## src/rtl/generic_func_pack.sv

```systemverilog
// Shared elaboration-time helpers for parameter checking and pointer sizing.
package generic_func_pack;

  // True when v is a non-zero power of two.
  function automatic bit is_pow2(input int unsigned v);
    return (v != 0) && ((v & (v - 1)) == 0);
  endfunction

  // Wrap-bit pointer width: RAM address bits plus one wrap bit.
  function automatic int unsigned ptr_width(input int unsigned depth);
    return $clog2(depth) + 1;
  endfunction

endpackage

```

## src/rtl/sync_fifo_sdp_ram.sv

```systemverilog
// Distributed-RAM simple-dual-port memory: synchronous write, asynchronous read,
// contents cleared on asynchronous active-low reset.
module sdp_ram #(
  parameter int unsigned DATA_WIDTH = 8,
  parameter int unsigned MEM_DEPTH  = 16
) (
  input  logic                         clk,
  input  logic                         rst_n,
  input  logic                         wr_en_i,
  input  logic [$clog2(MEM_DEPTH)-1:0] wr_addr_i,
  input  logic [DATA_WIDTH-1:0]        wr_data_i,
  input  logic [$clog2(MEM_DEPTH)-1:0] rd_addr_i,
  output logic [DATA_WIDTH-1:0]        rd_data_o
);

  logic [DATA_WIDTH-1:0] mem_q [MEM_DEPTH];

  always_ff @(posedge clk or negedge rst_n) begin
    if (!rst_n) begin
      for (int i = 0; i < int'(MEM_DEPTH); i++) begin
        mem_q[i] <= '0;
      end
    end else if (wr_en_i) begin
      mem_q[wr_addr_i] <= wr_data_i;
    end
  end

  // Combinational read; the consumer only ever sees it through m_data.
  assign rd_data_o = mem_q[rd_addr_i];

endmodule

```

## src/rtl/sync_fifo.sv

```systemverilog
// First-word-fall-through FIFO with a registered output stage over sdp_ram.
// SYNC_FIFO_BYPASS_EN: a push into a fully empty FIFO loads m_data directly.
module sync_fifo
  import generic_func_pack::*;
#(
  parameter int unsigned DATA_WIDTH = 8,
  parameter int unsigned MEM_DEPTH  = 16
) (
  input  logic                         clk,
  input  logic                         rst_n,
  input  logic                         s_valid,
  output logic                         s_ready,
  input  logic [DATA_WIDTH-1:0]        s_data,
  output logic                         m_valid,
  input  logic                         m_ready,
  output logic [DATA_WIDTH-1:0]        m_data,
  output logic [ptr_width(MEM_DEPTH)-1:0] count,
  output logic                         full,
  output logic                         empty
);

  localparam int unsigned AW = $clog2(MEM_DEPTH);
  localparam int unsigned PW = ptr_width(MEM_DEPTH);

  if (!is_pow2(MEM_DEPTH) || MEM_DEPTH < 2) begin : g_bad_depth
    $error("sync_fifo: MEM_DEPTH must be a power of 2 and at least 2");
  end

  logic [PW-1:0]         wr_ptr_q, wr_ptr_d;
  logic [PW-1:0]         rd_ptr_q, rd_ptr_d;
  logic [PW-1:0]         count_q, count_d;
  logic [PW-1:0]         ram_cnt;
  logic                  m_valid_q, m_valid_d;
  logic [DATA_WIDTH-1:0] m_data_q, m_data_d;
  logic                  full_q, full_d;
  logic                  empty_q, empty_d;
  logic                  s_ready_q, s_ready_d;
  logic [DATA_WIDTH-1:0] ram_rd_data;
  logic                  push, pop, load, bypass;

  assign push    = s_valid && s_ready_q;
  assign pop     = m_valid_q && m_ready;
  assign ram_cnt = wr_ptr_q - rd_ptr_q;
  // Output slot refills whenever it is free or being drained this cycle.
  assign load    = (ram_cnt != '0) && (!m_valid_q || pop);

`ifdef SYNC_FIFO_BYPASS_EN
  assign bypass = push && !m_valid_q && (ram_cnt == '0);
`else
  assign bypass = 1'b0;
`endif

  sdp_ram #(
    .DATA_WIDTH (DATA_WIDTH),
    .MEM_DEPTH  (MEM_DEPTH)
  ) u_ram (
    .clk       (clk),
    .rst_n     (rst_n),
    .wr_en_i   (push),
    .wr_addr_i (wr_ptr_q[AW-1:0]),
    .wr_data_i (s_data),
    .rd_addr_i (rd_ptr_q[AW-1:0]),
    .rd_data_o (ram_rd_data)
  );

  // Next-state for pointers, output stage and occupancy flags.
  always_comb begin
    wr_ptr_d  = wr_ptr_q;
    rd_ptr_d  = rd_ptr_q;
    m_valid_d = m_valid_q;
    m_data_d  = m_data_q;

    if (push) begin
      wr_ptr_d = wr_ptr_q + PW'(1);
    end

    if (bypass) begin
      // Skip the RAM slot just written: both pointers advance together.
      m_data_d  = s_data;
      m_valid_d = 1'b1;
      rd_ptr_d  = rd_ptr_q + PW'(1);
    end else if (load) begin
      m_data_d  = ram_rd_data;
      m_valid_d = 1'b1;
      rd_ptr_d  = rd_ptr_q + PW'(1);
    end else if (pop) begin
      m_valid_d = 1'b0;
    end

    count_d   = count_q + PW'(push) - PW'(pop);
    full_d    = (count_d == PW'(MEM_DEPTH));
    empty_d   = (count_d == '0);
    s_ready_d = !full_d;
  end

  always_ff @(posedge clk or negedge rst_n) begin
    if (!rst_n) begin
      wr_ptr_q  <= '0;
      rd_ptr_q  <= '0;
      count_q   <= '0;
      m_valid_q <= 1'b0;
      m_data_q  <= '0;
      full_q    <= 1'b0;
      empty_q   <= 1'b1;
      s_ready_q <= 1'b1;
    end else begin
      wr_ptr_q  <= wr_ptr_d;
      rd_ptr_q  <= rd_ptr_d;
      count_q   <= count_d;
      m_valid_q <= m_valid_d;
      m_data_q  <= m_data_d;
      full_q    <= full_d;
      empty_q   <= empty_d;
      s_ready_q <= s_ready_d;
    end
  end

  assign s_ready = s_ready_q;
  assign m_valid = m_valid_q;
  assign m_data  = m_data_q;
  assign count   = count_q;
  assign full    = full_q;
  assign empty   = empty_q;

endmodule
```

## config.mk

```make
export PLATFORM = sky130hd
export DESIGN_NAME = sync_fifo
export DESIGN_NICKNAME = d
export VERILOG_FILES = /design/src/rtl/generic_func_pack.sv /design/src/rtl/sync_fifo_sdp_ram.sv /design/src/rtl/sync_fifo.sv
export SDC_FILE = /design/constraint.sdc
export NUM_CORES = 1
export LEC_CHECK = 0
export CORE_AREA = 2 2 121 123
export CTS_BUF_LIST = sky130_fd_sc_hd__clkbuf_4
export CTS_CLUSTER_DIAMETER = 200
export DETAILED_ROUTE_END_ITERATION = 12
export DIE_AREA = 0 0 123 125
export GPL_TIMING_DRIVEN = 1
export HOLD_SLACK_MARGIN = 0.15
export PLACE_DENSITY = 0.78
export SLEW_MARGIN = 5
export SYNTH_ARGS = -nofsm -noshare
export SYNTH_HDL_FRONTEND = slang
export SYNTH_SLANG_ARGS = --single-unit
```

## constraint.sdc

```tcl
create_clock -name clk -period 3.6 [get_ports clk]
set_input_delay 0.54 -clock clk [delete_from_list [all_inputs] [get_ports clk]]
set_output_delay 0.54 -clock clk [all_outputs]
set_load 0.005 [all_outputs]
```

==> impl_results.md, run 1 <==
- Total global routing overflow: 0
- Post-DRT Antenna Nets: 0
- Design Area, Final: 0.00793 mm²
- CTS clock-pin slew for the worst setup and hold paths: 0.11 ns
- Total standard cell area after synthesis: between 0.007 and 0.008 mm²
- Hold-fix buffers at CTS: 1
- Number of nets at the end of the flow: 551
- Cell depth of the worst min-delay path: 2
- Worst Reg2Reg Path Length in Cells: 9
- Unrepaired setup endpoints after global routing: no
- Number of buffers created by CTS: 17
- Count of port buffers added during placement: 28
- Post CTS Setup Buffer Count: 0
- Wire per inst: 19.8 µm
- Leading cell type in the layout, fill and taps excluded: sky130_fd_sc_hd__dfrtp_1
- Area growth, synth to finish: 10.5%
- Hold slack final: 0.500 ns
- Leading cell types in the layout, fill and taps excluded: sky130_fd_sc_hd__dfrtp_1, sky130_fd_sc_hd__mux2_2, sky130_fd_sc_hd__clkdlybuf4s50_1, sky130_fd_sc_hd__clkbuf_4, sky130_fd_sc_hd__nand2_1
- I/O pin cnt: 29
- Global placement routability congestion: 0.779
- All-Layer GR Usage: 20.5%
- Yosys warning count: 0
- Min cycle time layout: roughly 2.5 ns
- Transition at the pin with the smallest max-transition slack: 0.750 ns
- Hold Path Class: reg -> reg
- Commonest register cell after synthesis: sky130_fd_sc_hd__dfrtp_1
- Vias post-DR: 4152
- Number of distinct standard cells referenced by the synthesized netlist: 36
- Area of the core: 0.0142 mm²
- Post-cts repair resize count: 0
- Post-route setup TNS: 0 ns
- Endpoints failing setup: 0
- Reg-to-reg critical path endpoint: empty
- Critical path fanouts, max: 3
- Setup slack on the worst flop-to-flop path: roughly 1.1 ns
- Count of state elements after synthesis: 155
- Skew final: 0.0126 ns
- Fin. max-slew vios: 0
- Number of search-and-repair iterations in the first detailed-routing pass: 4
- Startpoint of the worst register-to-register path: s_ready
- CTS Root Cell: sky130_fd_sc_hd__clkbuf_4
- Final hold vios: 0
- Post-DR vias/cell: 5.77
- # DRC: 0
- Outcome: completed
- Peak supply drop: 319 µV
- Largest net degree at the start of global routing: a little under 80
- Relative slew slack: 49.8%
- First-pass GRT wire length: between 20 and 25 mm
- Number of antenna violations at the first check in global routing: 0
- Die extent in y: 125 µm
- Number of buffers on the longest clock path: 2
- Post-layout power: 7.38 mW
- Type of the worst setup path: reg -> reg
- Detailed Route Iter0 Violations: 295
- Reported max-cap violation count: 0
- Proportion of register bits with asynchronous set or reset after synthesis: 100%
- Post-synthesis sequential area ratio: 54.1%
- Fmax: 398 MHz
- Vias in the first global route: between 4000 and 5000
- # placed instances: 688
- Worst setup SP type: flop
- Clock tree from TritonCTS: built
- Detailed-placement wirelength estimate: 9.38 mm
- Die Outline Area: approximately 0.015 mm²
- Row Count: 44
- Die extent in x: 123 µm
- Effective utilization at floorplan: 50.5%
- Htree depth: 4
- Synthesized Nets: about 520
- Cell Count, Final, Fillers Out: 720
- Total power divided by cell area: 931 mW/mm²
- Required time of the critical path: 4.08 ns
- Placement Cell Area: 0.00761 mm²
- Type of element capturing the critical path: flop
- Static Leak: 3.41 nW
- Final WL: 14.3 mm
- Worst hold path endpoint: m_data[5]
- Clock network latency to the later pin of the worst-skew pair: 0.55 ns
- Clock sink count: ~160
- Layout cells sized above 1: 38.2%
- Instance count of the mapped netlist: 492
- Arrival time at the worst endpoint: around 3 ns
- Final period util: 69.8%
- Syn Area/Cell: 14.6 µm²
- N_diodes: 0
- Min-Delay Startpoint: m_data[5]
- Number of enable flip-flop cells after synthesis: 0
[sequential cells by signal, summed over array words and instances (netlist names)]
name and count:
m_data 8, empty 1, m_valid 1, rd_ptr_q 5, u_ram.mem_q 128, full 1
count 5, wr_ptr_q 5, s_ready 1
[cell type report]
class,count,area [µm²]
fillers,1149,6280
flip-flops and latches,155,3880
multi-input cells,300,3090
repair buffers,38,372
well taps,184,230
clock inverters,11,151
clock buffers,20,150
inverters,12,45.0
[critical path: stages, from the launching register on]
cell	delay, ns
sky130_fd_sc_hd__dfstp_2	0.55
sky130_fd_sc_hd__and2_1	0.16
sky130_fd_sc_hd__inv_1	0.06
sky130_fd_sc_hd__ha_1	0.27
sky130_fd_sc_hd__inv_1	0.05
sky130_fd_sc_hd__ha_1	0.20
sky130_fd_sc_hd__fa_1	0.40
sky130_fd_sc_hd__xor2_1	0.17
sky130_fd_sc_hd__nor4_1	0.40
sky130_fd_sc_hd__nor2b_1	0.19
[report_power, final]
part	internal (mW)	switching, mW
clock	0.559	0.570
sequential	2.60	0.480
combinational	1.74	1.42
total	4.91	2.47
[cells in the mapped netlist, types with 4 or more instances]
| cell type | number | area (µm²) |
|---|---|---|
| sky130_fd_sc_hd__a211oi_1 | 8 | 60.1 |
| sky130_fd_sc_hd__a221oi_1 | 8 | 70.1 |
| sky130_fd_sc_hd__and2_1 | 4 | 25.0 |
| sky130_fd_sc_hd__buf_2 | 4 | 20.0 |
| sky130_fd_sc_hd__clkbuf_1 | 13 | 48.8 |
| sky130_fd_sc_hd__dfrtp_1 | 153 | 3830 |
| sky130_fd_sc_hd__ha_1 | 14 | 175 |
| sky130_fd_sc_hd__inv_1 | 12 | 45.0 |
| sky130_fd_sc_hd__mux2_2 | 136 | 1530 |
| sky130_fd_sc_hd__mux4_1 | 8 | 210 |
| sky130_fd_sc_hd__mux4_2 | 16 | 360 |
| sky130_fd_sc_hd__nand2_1 | 18 | 67.6 |
| sky130_fd_sc_hd__nand2b_1 | 4 | 25.0 |
| sky130_fd_sc_hd__nand3_1 | 4 | 20.0 |
| sky130_fd_sc_hd__nor2_1 | 6 | 22.5 |
| sky130_fd_sc_hd__nor2_2 | 10 | 62.6 |
| sky130_fd_sc_hd__nor2b_1 | 10 | 62.6 |
| sky130_fd_sc_hd__nor3_1 | 9 | 45.0 |
| sky130_fd_sc_hd__o21ai_1 | 8 | 40.0 |
| sky130_fd_sc_hd__o22ai_1 | 8 | 50.1 |
| sky130_fd_sc_hd__xnor2_1 | 13 | 114 |
[through the flow]
stage          utilization (%)  setup WS [ns]
2_1_floorplan                -           1.06
3_3_place_gp              53.6          0.773
3_5_place_dp              53.6          0.610
4_1_cts                   55.8           1.06
5_1_grt                   55.8          0.962
6_report                  55.8           1.09
[kinds of logic (layout without fill, tap and decap cells)]
group,after synthesis,in the layout,share of synthesized area [%]
adders and majority gates,15,15,2.72
and+or+nand+nor,70,70,5.13
AOI/OAI and AO/OA,38,38,3.87
DFF,155,155,54.1
buffers and inverters,37,81,2.72
xor gates and xnor gates,16,16,1.95
muxes,161,161,29.5
[layer usage]
layer  routed length, µm  vias to the layer above  global-route usage [%]
li1                    -                     1872                       -
met1                6380                     2171                    27.2
met2                7170                       94                    33.9
met3                 527                       15                    4.70
met4                 176                        0                    5.75
met5                   0                        -                       0
[how the worst max path moves through the flow]
stage,start,end,cells past startpoint
6_report,s_ready,empty,9
5_1_grt,rd_ptr_q[3],rd_ptr_q[1],6
4_1_cts,s_ready,empty,9
3_5_place_dp,s_valid,empty,10
3_3_place_gp,s_valid,full,11
2_1_floorplan,s_valid,full,11
Power figures use the tool's default switching activity.
==> inputs of run 2 (changes only) <==
Settings changed: PLACE_DENSITY 0.78 to 0.8.
Clock period 3.6 ns to 2.25 ns, I/O delays scaled along.
==> run 2 against run 1 <==
  * Die area did not move
  * Count of clock-buffer cells in the layout decreased by 1
  * Flip-flop and latch count stayed put
  * Sequential share of layout area is 2.1 points lower
  * Clock power is 49% higher
  * First-iteration DRC count fell by 29%
  * Critical path type unchanged
  * Fmax increased by 13%
  * Total power is 66% higher
  * Critical path depth increased by 1
  * Routed wire length rose by 2.8%
  * Cell count increased by 2.6%
  * Worst setup slack worse by 1.1 ns
==> impl_results.md, run 2 (same netlist as run 1, synthesis figures left out) <==
- Outcome: completed
- Layout cells sized above 1: 42.7% (+4.5 points)
- Row Count: 44 (unchanged)
- CTS clock-pin slew for the worst setup and hold paths: 0.11 ns (about the same)
- Endpoints failing setup: 0 (unchanged)
- Htree depth: 4 (unchanged)
- Fin. max-slew vios: 0 (unchanged)
- Vias post-DR: 4236 (+2.0%)
- Static Leak: 3.54 nW (+3.6%)
- Worst setup slack after placement: -0.256 ns (-0.866 ns)
- Post-route setup TNS: 0 ns (unchanged)
- Min cycle time layout: 2.22 ns (-0.292 ns)
- Layout fillers: 1101 (-4.2%)
- Final hold vios: 0 (unchanged)
- Number of buffers on the longest clock path: 2 (unchanged)
- Detailed-placement wirelength estimate: 9.91 mm (+5.7%)
- Type of element capturing the critical path: flop
- First-pass GRT wire length: 24.3 mm (+2.3%)
- # DRC: 0 (unchanged)
- Total power divided by cell area: 1480 mW/mm² (+59%)
- Post-DR vias/cell: 5.73 (-0.60%)
- Skew final: 0.0131 ns (+0.000543 ns)
- Utilization after layout: 58.2% (+2.4 points)
- Die extent in x: 123 µm (unchanged)
- Die extent in y: 125 µm (unchanged)
- Vias in the first global route: 4683 (+4.2%)
- Reported max-cap violation count: 0 (unchanged)
- Count of port buffers added during placement: 28 (unchanged)
- N_diodes: 0 (unchanged)
- CTS Root Cell: sky130_fd_sc_hd__clkbuf_4
- Required time of the critical path: 2.76 ns (-1.32 ns)
- All-Layer GR Usage: 21.0% (+0.51 points)
- # placed instances: 706 (+2.6%)
- Cell Count, Final, Fillers Out: 739 (+2.6%)
- Final period util: 98.7% (+29 points)
- Number of antenna violations at the first check in global routing: 0 (unchanged)
- Post-DRT Antenna Nets: 0 (unchanged)
- Final Worst Setup Slack: 0.0302 ns (-1.06 ns)
- Effective utilization at floorplan: 50.5% (unchanged)
- Placement Cell Area: 0.00797 mm² (+4.7%)
- Clock sink count: 155 (unchanged)
- Clock tree from TritonCTS: built
- Critical path fanouts, max: 4 (+1)
- Unrepaired setup endpoints after global routing: yes
- Area growth, synth to finish: 15.4%
- Leading cell type in the layout, fill and taps excluded: sky130_fd_sc_hd__dfrtp_1
- I/O pin cnt: 29 (unchanged)
- Number of flip-flops under the largest register name: 128 (unchanged)
- Post CTS Setup Buffer Count: 0 (unchanged)
- Die Outline Area: 0.0154 mm² (unchanged)
- Type of the worst setup path: reg -> reg
- Leading cell types in the layout, fill and taps excluded: sky130_fd_sc_hd__dfrtp_1, sky130_fd_sc_hd__mux2_2, sky130_fd_sc_hd__clkdlybuf4s50_1, sky130_fd_sc_hd__clkbuf_4, sky130_fd_sc_hd__nand2_1
- Global placement routability congestion: 0.765 (-1.7%)
- Hold Path Class: in -> async
- Relative slew slack: 58.4% (+8.7 points)
- Transition at the pin with the smallest max-transition slack: 0.621 ns (-0.129 ns)
- Number of search-and-repair iterations in the first detailed-routing pass: 4 (unchanged)
- Number of buffers created by CTS: 17 (unchanged)
- Design Area, Final: 0.00827 mm² (+4.4%)
- Peak supply drop: 585 µV (+83%)
- Hold slack final: 0.269 ns (-0.231 ns)
- Largest net degree at the start of global routing: 57 (-28%)
- Fmax: 450 MHz (+13%)
- Number of nets at the end of the flow: 569 (+3.3%)
- Worst setup SP type: flop
- Total global routing overflow: 0 (unchanged)
- Final WL: 14.6 mm (+2.8%)
- Arrival time at the worst endpoint: 2.73 ns (-0.27 ns)
- Detailed Route Iter0 Violations: 208 (-29%)
- Largest reg by FF count: u_ram.mem_q
- Post-layout power: 12.2 mW (+66%)
- Area of the core: 0.0142 mm² (unchanged)
- Wire per inst: 19.8 µm (+0.11%)
- Clock network latency to the later pin of the worst-skew pair: 0.57 ns (+0.02 ns)
-- run 2: report_power, final --
part / switching [mW] / leakage [nW] / internal [mW] / total [mW]
registers: 0.752 / 1.90 / 4.17 / 4.92
clock network: 0.915 / 0.153 / 0.763 / 1.68
logic: 2.50 / 1.48 / 3.15 / 5.65
-- run 2: area by class of cell --
type / count / area [µm²] / share of cell area (%)
Tap cell: 184 / 230 / 2.78
Sequential cell: 155 / 3880 / 46.9
Clock buffer: 19 / 143 / 1.72
Multi-Input combinational cell: 300 / 3190 / 38.6
Timing Repair Buffer: 56 / 644 / 7.79
Inverter: 12 / 47.5 / 0.575
Clock inverter: 13 / 131 / 1.59
-- run 2: metal layers --
| layer | share of wire, % | GRT usage [%] | up-vias |
|---|---|---|---|
| met1 | 46 | 28.5 | 2207 |
| met4 | 2.9 | 9.43 | 0 |
| li1 | - | - | 1904 |
| met2 | 48 | 32.5 | 86 |
| met5 | 0 | 0 | - |
| met3 | 3.3 | 4.65 | 39 |
-- run 2: final timing paths --
| path | cells after the start | slack [ns] | end | start |
|---|---|---|---|---|
| max | 10 | 0.03 | full | s_ready |
| min | 2 | 0.27 | u_ram.mem_q[62] | rst_n |
| max reg2reg | 10 | 0.03 | full | s_ready |
| min reg2reg | 1 | 0.49 | rd_ptr_q[4] | rd_ptr_q[4] |
| max in group asynchronous | 3 | 1.24 | empty | rst_n |
| min in group clk | 3 | 0.49 | m_valid | m_ready |
-- run 2: repair_timing --
action,CTS,global route
hold buffers,1,0
resized for setup,0,4
endpoints found under the hold margin,57,0
pin swaps,0,4
endpoints found under the setup margin,1,4
-- run 2: worst max-delay path, stage by stage, from the launching register on --
cell	delay, ns
sky130_fd_sc_hd__dfstp_2	0.54
sky130_fd_sc_hd__and2_4	0.14
sky130_fd_sc_hd__inv_2	0.04
sky130_fd_sc_hd__ha_4	0.25
sky130_fd_sc_hd__inv_2	0.04
sky130_fd_sc_hd__ha_4	0.15
sky130_fd_sc_hd__fa_2	0.36
sky130_fd_sc_hd__a21o_1	0.18
sky130_fd_sc_hd__a21oi_2	0.15
sky130_fd_sc_hd__xnor2_2	0.16
sky130_fd_sc_hd__and2_1	0.15
==> inputs of run 3 (changes only) <==
Settings changed: CORE_AREA 2 2 121 123 to 2 2 173 175, DIE_AREA 0 0 123 125 to 0 0 175 177, PLACE_DENSITY 0.8 to 0.49.
==> run 3 against run 2 <==
  * The run now ends with negative setup slack left
  * Routed wire length up 11%
  * Sequential power about the same
  * Flip-flop and latch count unchanged
  * Worst hold slack better by 0.23 ns
  * Worst setup slack worse by 0.059 ns
  * Clock skew up 0.0072 ns
  * Fmax down 2.6%
  * Sequential share of layout area down 2.4 points
  * Total power up 4.6%
  * Largest cell class unchanged
==> impl_results.md, run 3 (same netlist as run 1, synthesis figures left out) <==
- Outcome: finished, violations left
- Failing checks: negative setup slack
- Post-DR vias/cell: 4.40 (-23%)
- Required time of the critical path: 2.71 ns (-0.05 ns)
- Clock network latency to the later pin of the worst-skew pair: 0.56 ns (about the same)
- Vias in the first global route: 4518 (-3.5%)
- Worst setup SP type: flop
- Number of search-and-repair iterations in the first detailed-routing pass: 4 (unchanged)
- Count of port buffers added during placement: 28 (unchanged)
- Number of buffers created by CTS: 17 (unchanged)
- Highest metal used: met4
- Internal power summed over all cells: 8.37 mW (+3.5%)
- Post-DRT Antenna Nets: 0 (unchanged)
- I/O pin cnt: 29 (unchanged)
- Combinational share of power: 45.8% (-0.3 points)
- Clock sink count: 155 (unchanged)
- Hold Path Class: reg -> reg
- Cell Count, Final, Fillers Out: 956 (+29%)
- Area growth, synth to finish: 21.7%
- Post-route setup TNS: -0.0290 ns (-0.0290 ns)
- Clk pwr share: 15.9% (+2.2 points)
- Worst Reg2Reg Path Length in Cells: 10 (unchanged)
- Type of the worst setup path: reg -> reg
- Worst setup slack after placement: -0.267 ns (-0.0109 ns)
- Unrepaired setup endpoints after global routing: yes
- Post-layout power: 12.8 mW (+4.6%)
- Layout cells sized above 1: 44.4% (+1.7 points)
- Transition at the pin with the smallest max-transition slack: 0.723 ns (+0.101 ns)
- First-pass GRT wire length: 26.4 mm (+8.4%)
- Reported max-cap violation count: 0 (unchanged)
- Clock tree from TritonCTS: built
- Total length of routed met2 wires: 8.09 mm (+15%)
- Utilization after layout: 29.8% (-28 points)
- Wire per inst: 17.1 µm (-14%)
- CTS clock-pin slew for the worst setup and hold paths: 0.14 ns (+0.03 ns)
- Arrival time at the worst endpoint: 2.74 ns (about the same)
- Fmax: 439 MHz (-2.6%)
- Layout fillers: 2890 (+160%)
- Type of element capturing the critical path: flop
- Number of flip-flops under the largest register name: 128 (unchanged)
- Row Count: 63 (+43%)
- Sequential group share of total power: 38.3% (-1.9 points)
- Min cycle time layout: 2.28 ns (+0.0592 ns)
- Detailed Route Iter0 Violations: 168 (-19%)
- Number of buffers on the longest clock path: 2 (unchanged)
- Number of nets at the end of the flow: 579 (+1.8%)
- Power spent charging and discharging nets: 4.45 mW (+6.8%)
- Final WL: 16.3 mm (+11%)
- Met3 wire length: 288 µm (-40%)
- Largest net degree at the start of global routing: 52 (-8.8%)
- # DRC: 0 (unchanged)
- Global placement routability congestion: 0.742 (-3.0%)
- Final period util: 101% (+2.6 points)
- Skew final: 0.0203 ns (+0.00717 ns)
- Die extent in x: 175 µm (+42%)
- Total power divided by cell area: 1470 mW/mm² (-0.79%)
- Htree depth: 4 (unchanged)
- Largest reg by FF count: u_ram.mem_q
- Leading cell types in the layout, fill and taps excluded: sky130_fd_sc_hd__dfrtp_1, sky130_fd_sc_hd__mux2_2, sky130_fd_sc_hd__clkdlybuf4s50_1, sky130_fd_sc_hd__buf_4, sky130_fd_sc_hd__nand2_1
- Die extent in y: 177 µm (+42%)
- Cell depth of the worst min-delay path: 2
- Vias post-DR: 4207 (-0.68%)
- Final Worst Setup Slack: -0.0290 ns (-0.0592 ns)
- Endpoints failing setup: 1 (+1)
- Static Leak: 3.62 nW (+2.4%)
- Effective utilization at floorplan: 24.5% (-26 points)
- CTS Root Cell: sky130_fd_sc_hd__clkbuf_4
- Area of the core: 0.0292 mm² (+110%)
- Final hold vios: 0 (unchanged)
- All-Layer GR Usage: 11.2% (-9.8 points)
- Critical path fanouts, max: 4 (unchanged)
- Peak supply drop: 437 µV (-25%)
- Switching power as a share of total power: 34.7% (+0.70 points)
- Total global routing overflow: 0 (unchanged)
- Number of antenna violations at the first check in global routing: 1 (+1)
- Detailed-placement wirelength estimate: 11.2 mm (+13%)
- Leading cell type in the layout, fill and taps excluded: sky130_fd_sc_hd__dfrtp_1
- # placed instances: 918 (+30%)
- Die Outline Area: 0.0310 mm² (+100%)
- Relative slew slack: 51.7% (-6.8 points)
- Length of routed wiring on met1: 7.79 mm (+16%)
- Fin. max-slew vios: 0 (unchanged)
-- run 3: changes by cell type in the layout (fill, tap and decap cells not counted), sizes merged --
cell         before  now
clkbuf           19   17
inv              12   18
clkinv           10    3
diode             0    1
buf              28   36
clkinvlp          0    2
dlygate4sd3       1    3
bufinv            3    4
-- run 3: final cells by class --
type	count	area, µm²	area share, %
inverters	12	47.5	0.545
flip-flops and latches	155	3880	44.5
well taps	390	488	5.59
clock inverters	15	231	2.65
clock buffers	17	128	1.46
multi-input cells	300	3190	36.6
diodes	1	2.50	0.0287
repair buffers	66	753	8.63
-- run 3: power by group through the flow --
| stage | clock network [mW] | registers, mW | logic (mW) |
|---|---|---|---|
| after floorplan | 0 | 4.74 | 4.21 |
| after global placement | 0 | 4.88 | 5.68 |
| after detailed placement | 0 | 4.98 | 5.84 |
| after CTS | 2.12 | 4.91 | 5.95 |
| after global routing | 2.23 | 5.09 | 6.40 |
| final | 2.04 | 4.91 | 5.86 |
-- run 3: final timing paths --
| check | startpoint | to | slack, ns |
|---|---|---|---|
| max | s_ready | full | -0.03 |
| min | m_data[5] | m_data[5] | 0.50 |
| max reg2reg | s_ready | full | -0.03 |
| min reg2reg | m_data[5] | m_data[5] | 0.50 |
| max in group asynchronous | rst_n | u_ram.mem_q[17] | 0.24 |
| min in group asynchronous | rst_n | u_ram.mem_q[50] | 0.67 |
-- run 3: critical path, stage by stage, from the launching register on --
cell and delay (ns):
sky130_fd_sc_hd__dfstp_2 0.58, sky130_fd_sc_hd__and2_4 0.15, sky130_fd_sc_hd__inv_2 0.04, sky130_fd_sc_hd__ha_4 0.25
sky130_fd_sc_hd__inv_2 0.03, sky130_fd_sc_hd__ha_4 0.15, sky130_fd_sc_hd__fa_2 0.36, sky130_fd_sc_hd__a21o_1 0.19
sky130_fd_sc_hd__a21oi_2 0.17, sky130_fd_sc_hd__xnor2_2 0.10, sky130_fd_sc_hd__and2_1 0.17
-- run 3: timing repair --
action	in CTS	in global routing
resized for setup	2	1
pin swaps	3	1
setup buffers	1	1
hold endpoints to repair	155	0
setup endpoints to repair	2	11
hold buffers	3	0
-- run 3: through the flow --
| step | hold slack (ns) | instance area, µm² |
|---|---|---|
| finish | 0.500 | 8720 |
| global route | 0.473 | 8720 |
| CTS | 0.465 | 8710 |
| detailed placement | 0.219 | 8300 |
| global placement | 0.213 | 8300 |
| floorplan | 0.0419 | 7270 |
-- run 3: layer usage --
layer  up-vias  global-route usage (%)
met2        42                    18.6
met5         -                       0
met3        10                    2.38
li1       1921                       -
met1      2234                    14.8
met4         0                    3.13
==> RTL change, RTL diff (settings of run 3) <==
`DATA_WIDTH` is set to 8 in 2 places; all go to 10.
--- a/src/rtl/sync_fifo_sdp_ram.sv
+++ b/src/rtl/sync_fifo_sdp_ram.sv
@@ -3,3 +3,3 @@
 module sdp_ram #(
-  parameter int unsigned DATA_WIDTH = 8,
+  parameter int unsigned DATA_WIDTH = 10,
   parameter int unsigned MEM_DEPTH  = 16
--- a/src/rtl/sync_fifo.sv
+++ b/src/rtl/sync_fifo.sv
@@ -5,3 +5,3 @@
 #(
-  parameter int unsigned DATA_WIDTH = 8,
+  parameter int unsigned DATA_WIDTH = 10,
   parameter int unsigned MEM_DEPTH  = 16
Interface: changed (resized m_data and s_data); port bits go from 29 to 33. The function was not compared with the original's and may differ.
==> RTL change against run 3 <==
- wire length rose by 22%
- core utilization up 4.1 points
- sequential cell count increased by 34
- worst setup slack better by 0.042 ns
- total power rose by 13%
- final cell count rose by 6.1%
- maximum frequency rose by 1.9%
- clock skew increased by 0.015 ns
- area after synthesis grew 19%
- design area rose by 14%
- critical endpoint unchanged
==> RTL change: results (changes against run 3) <==
* Clk Latency, worst-skew pair at 0.59 ns (was 0.56 ns)
* Placed cell count at 979 (was 918)
* Pleak at 4.270 nW (was 3.622 nW)
* R2R cell count at 9 (was 10)
* Tightest Hold Check Type: in -> async (was reg -> reg)
* Area contributors post-synth: dfrtp_1 (55%), mux2_2 (22%), mux4_2 (11%), ha_1 (2.1%), a22oi_1 (1.8%) (was dfrtp_1 (53%), mux2_2 (21%), mux4_2 (5.0%), mux4_1 (2.9%), ha_1 (2.4%))
* Initial antenna violation count at 2 (was 1)
* CTS clk-pin slew, worst paths at 0.18 ns (was 0.14 ns)
* Arr. time, crit path at 2.79 ns (was 2.74 ns)
* Seq/Total Area, Yosys at 55.38% (was 54.13%)
* Final Skew at 0.03500 ns (was 0.02030 ns)
* Cell area after placement at 0.009559 mm² (was 0.008298 mm²)
* Setup bufs post-CTS at 0 (was 1)
* Post-synthesis xor/xnor area fraction at 1.640% (was 1.954%)
* Placer Congestion at 0.7307 (was 0.7421)
* Cell variety after synth at 33 (was 36)
* Place WS at -0.4140 ns (was -0.2668 ns)
* Worst slew pin tran at 1.020 ns (was 0.7225 ns)
* Post-synthesis mux area share at 32.95% (was 29.47%)
* Drt initial violations at 246 (was 168)
* First-pass GRT wire length at 31290 µm (was 26400 µm)
* Outcome: finished clean (was finished, violations left)
* Port Buf Inserts at 32 (was 28)
* Adder-cell share of the synthesized area at 2.284% (was 2.722%)
* Vias in the first global route at 5226 (was 4518)
* Routed len/inst at 19.71 µm (was 17.08 µm)
* List of most frequent post-synthesis cells: dfrtp_1 (187), mux2_2 (166), mux4_2 (40) (was dfrtp_1 (153), mux2_2 (136), nand2_1 (18))
* Max reg flops at 160 (was 128)
* Total detailed-routing wirelength at 19990 µm (was 16330 µm)
* Post-synthesis compound-gate area fraction at 2.489% (was 3.874%)
* VDD IR max at 0.0005038 V (was 0.0004372 V)
* Via density at 4.793 (was 4.401)
* Largest net degree at the start of global routing at 72 (was 52)
* Num CTS Buffers at 17 (unchanged)
* DRT Pass-1 Iters at 6 (was 4)
* Layout cells sized above 1 at 47.11% (was 44.42%)
* Filler instances at 2797 (was 2890)
* Total Nets Final at 638 (was 579)
* GRT Util Overall at 13.55% (was 11.20%)
* Post-synthesis async set-or-reset flop share at 100.0% (unchanged)
* Synth Instances at 548 (was 492)
* Post-synth net total at 577 (was 519)
* HPWL Detailed at 13250 µm (was 11230 µm)
## RTL change: cell count changes after synthesis, moves of 9 or more
cell,before,now
nor2_2,10,0
a22oi_1,0,20
mux4_2,16,40
dfrtp_1,153,187
mux2_2,136,166
nand2_1,18,27
## RTL change: final cells by class
cell class                 instances  area [µm²]  share of cell area (%)
timing repair buffer              68       671.9                   6.766
antenna                            2       5.005                 0.05040
sequential                       189        4735                   47.68
clock inverter                    13       162.7                   1.638
multi-input combinational        322        3685                   37.10
tap                              390       488.0                   4.914
clock buffer                      19       142.6                   1.436
inverter                          11       41.29                  0.4158
## RTL change: path summary, 6_finish.rpt
| path | start | endpoint | slack [ns] |
|---|---|---|---|
| max in group asynchronous | rst_n | u_ram.mem_q[87] | 1.33 |
| hold / removal | rst_n | u_ram.mem_q[129] | 0.22 |
| setup / recovery | s_ready | full | 0.01 |
| setup reg to reg | s_ready | full | 0.01 |
| hold reg to reg | wr_ptr_q[4] | wr_ptr_q[4] | 0.51 |
| min in group clk | wr_ptr_q[4] | wr_ptr_q[4] | 0.51 |
## RTL change: report_power, final
| part | switching [mW] | internal (mW) | total (mW) | leakage (nW) |
|---|---|---|---|---|
| clock network | 1.20 | 0.805 | 2.00 | 0.163 |
| registers | 0.897 | 5.05 | 5.95 | 2.33 |
| logic | 2.80 | 3.70 | 6.49 | 1.78 |
## RTL change: what timing repair did
item / 4_1_cts / 5_1_grt
hold endpoints to repair: 187 / 0
pin swaps: 1 / 5
gates resized for setup: 3 / 7
hold buffers: 1 / 0
gates cloned: 0 / 0
endpoints found under the setup margin: 2 / 10
## RTL change: layer usage
metal / up-vias / GRT usage, % / share of wire, %
met5: - / 0 / 0
met4: 0 / 4.063 / 1.0
met3: 15 / 2.448 / 3.0
met2: 80 / 21.64 / 47
met1: 2629 / 18.86 / 49
li1: 2136 / - / -
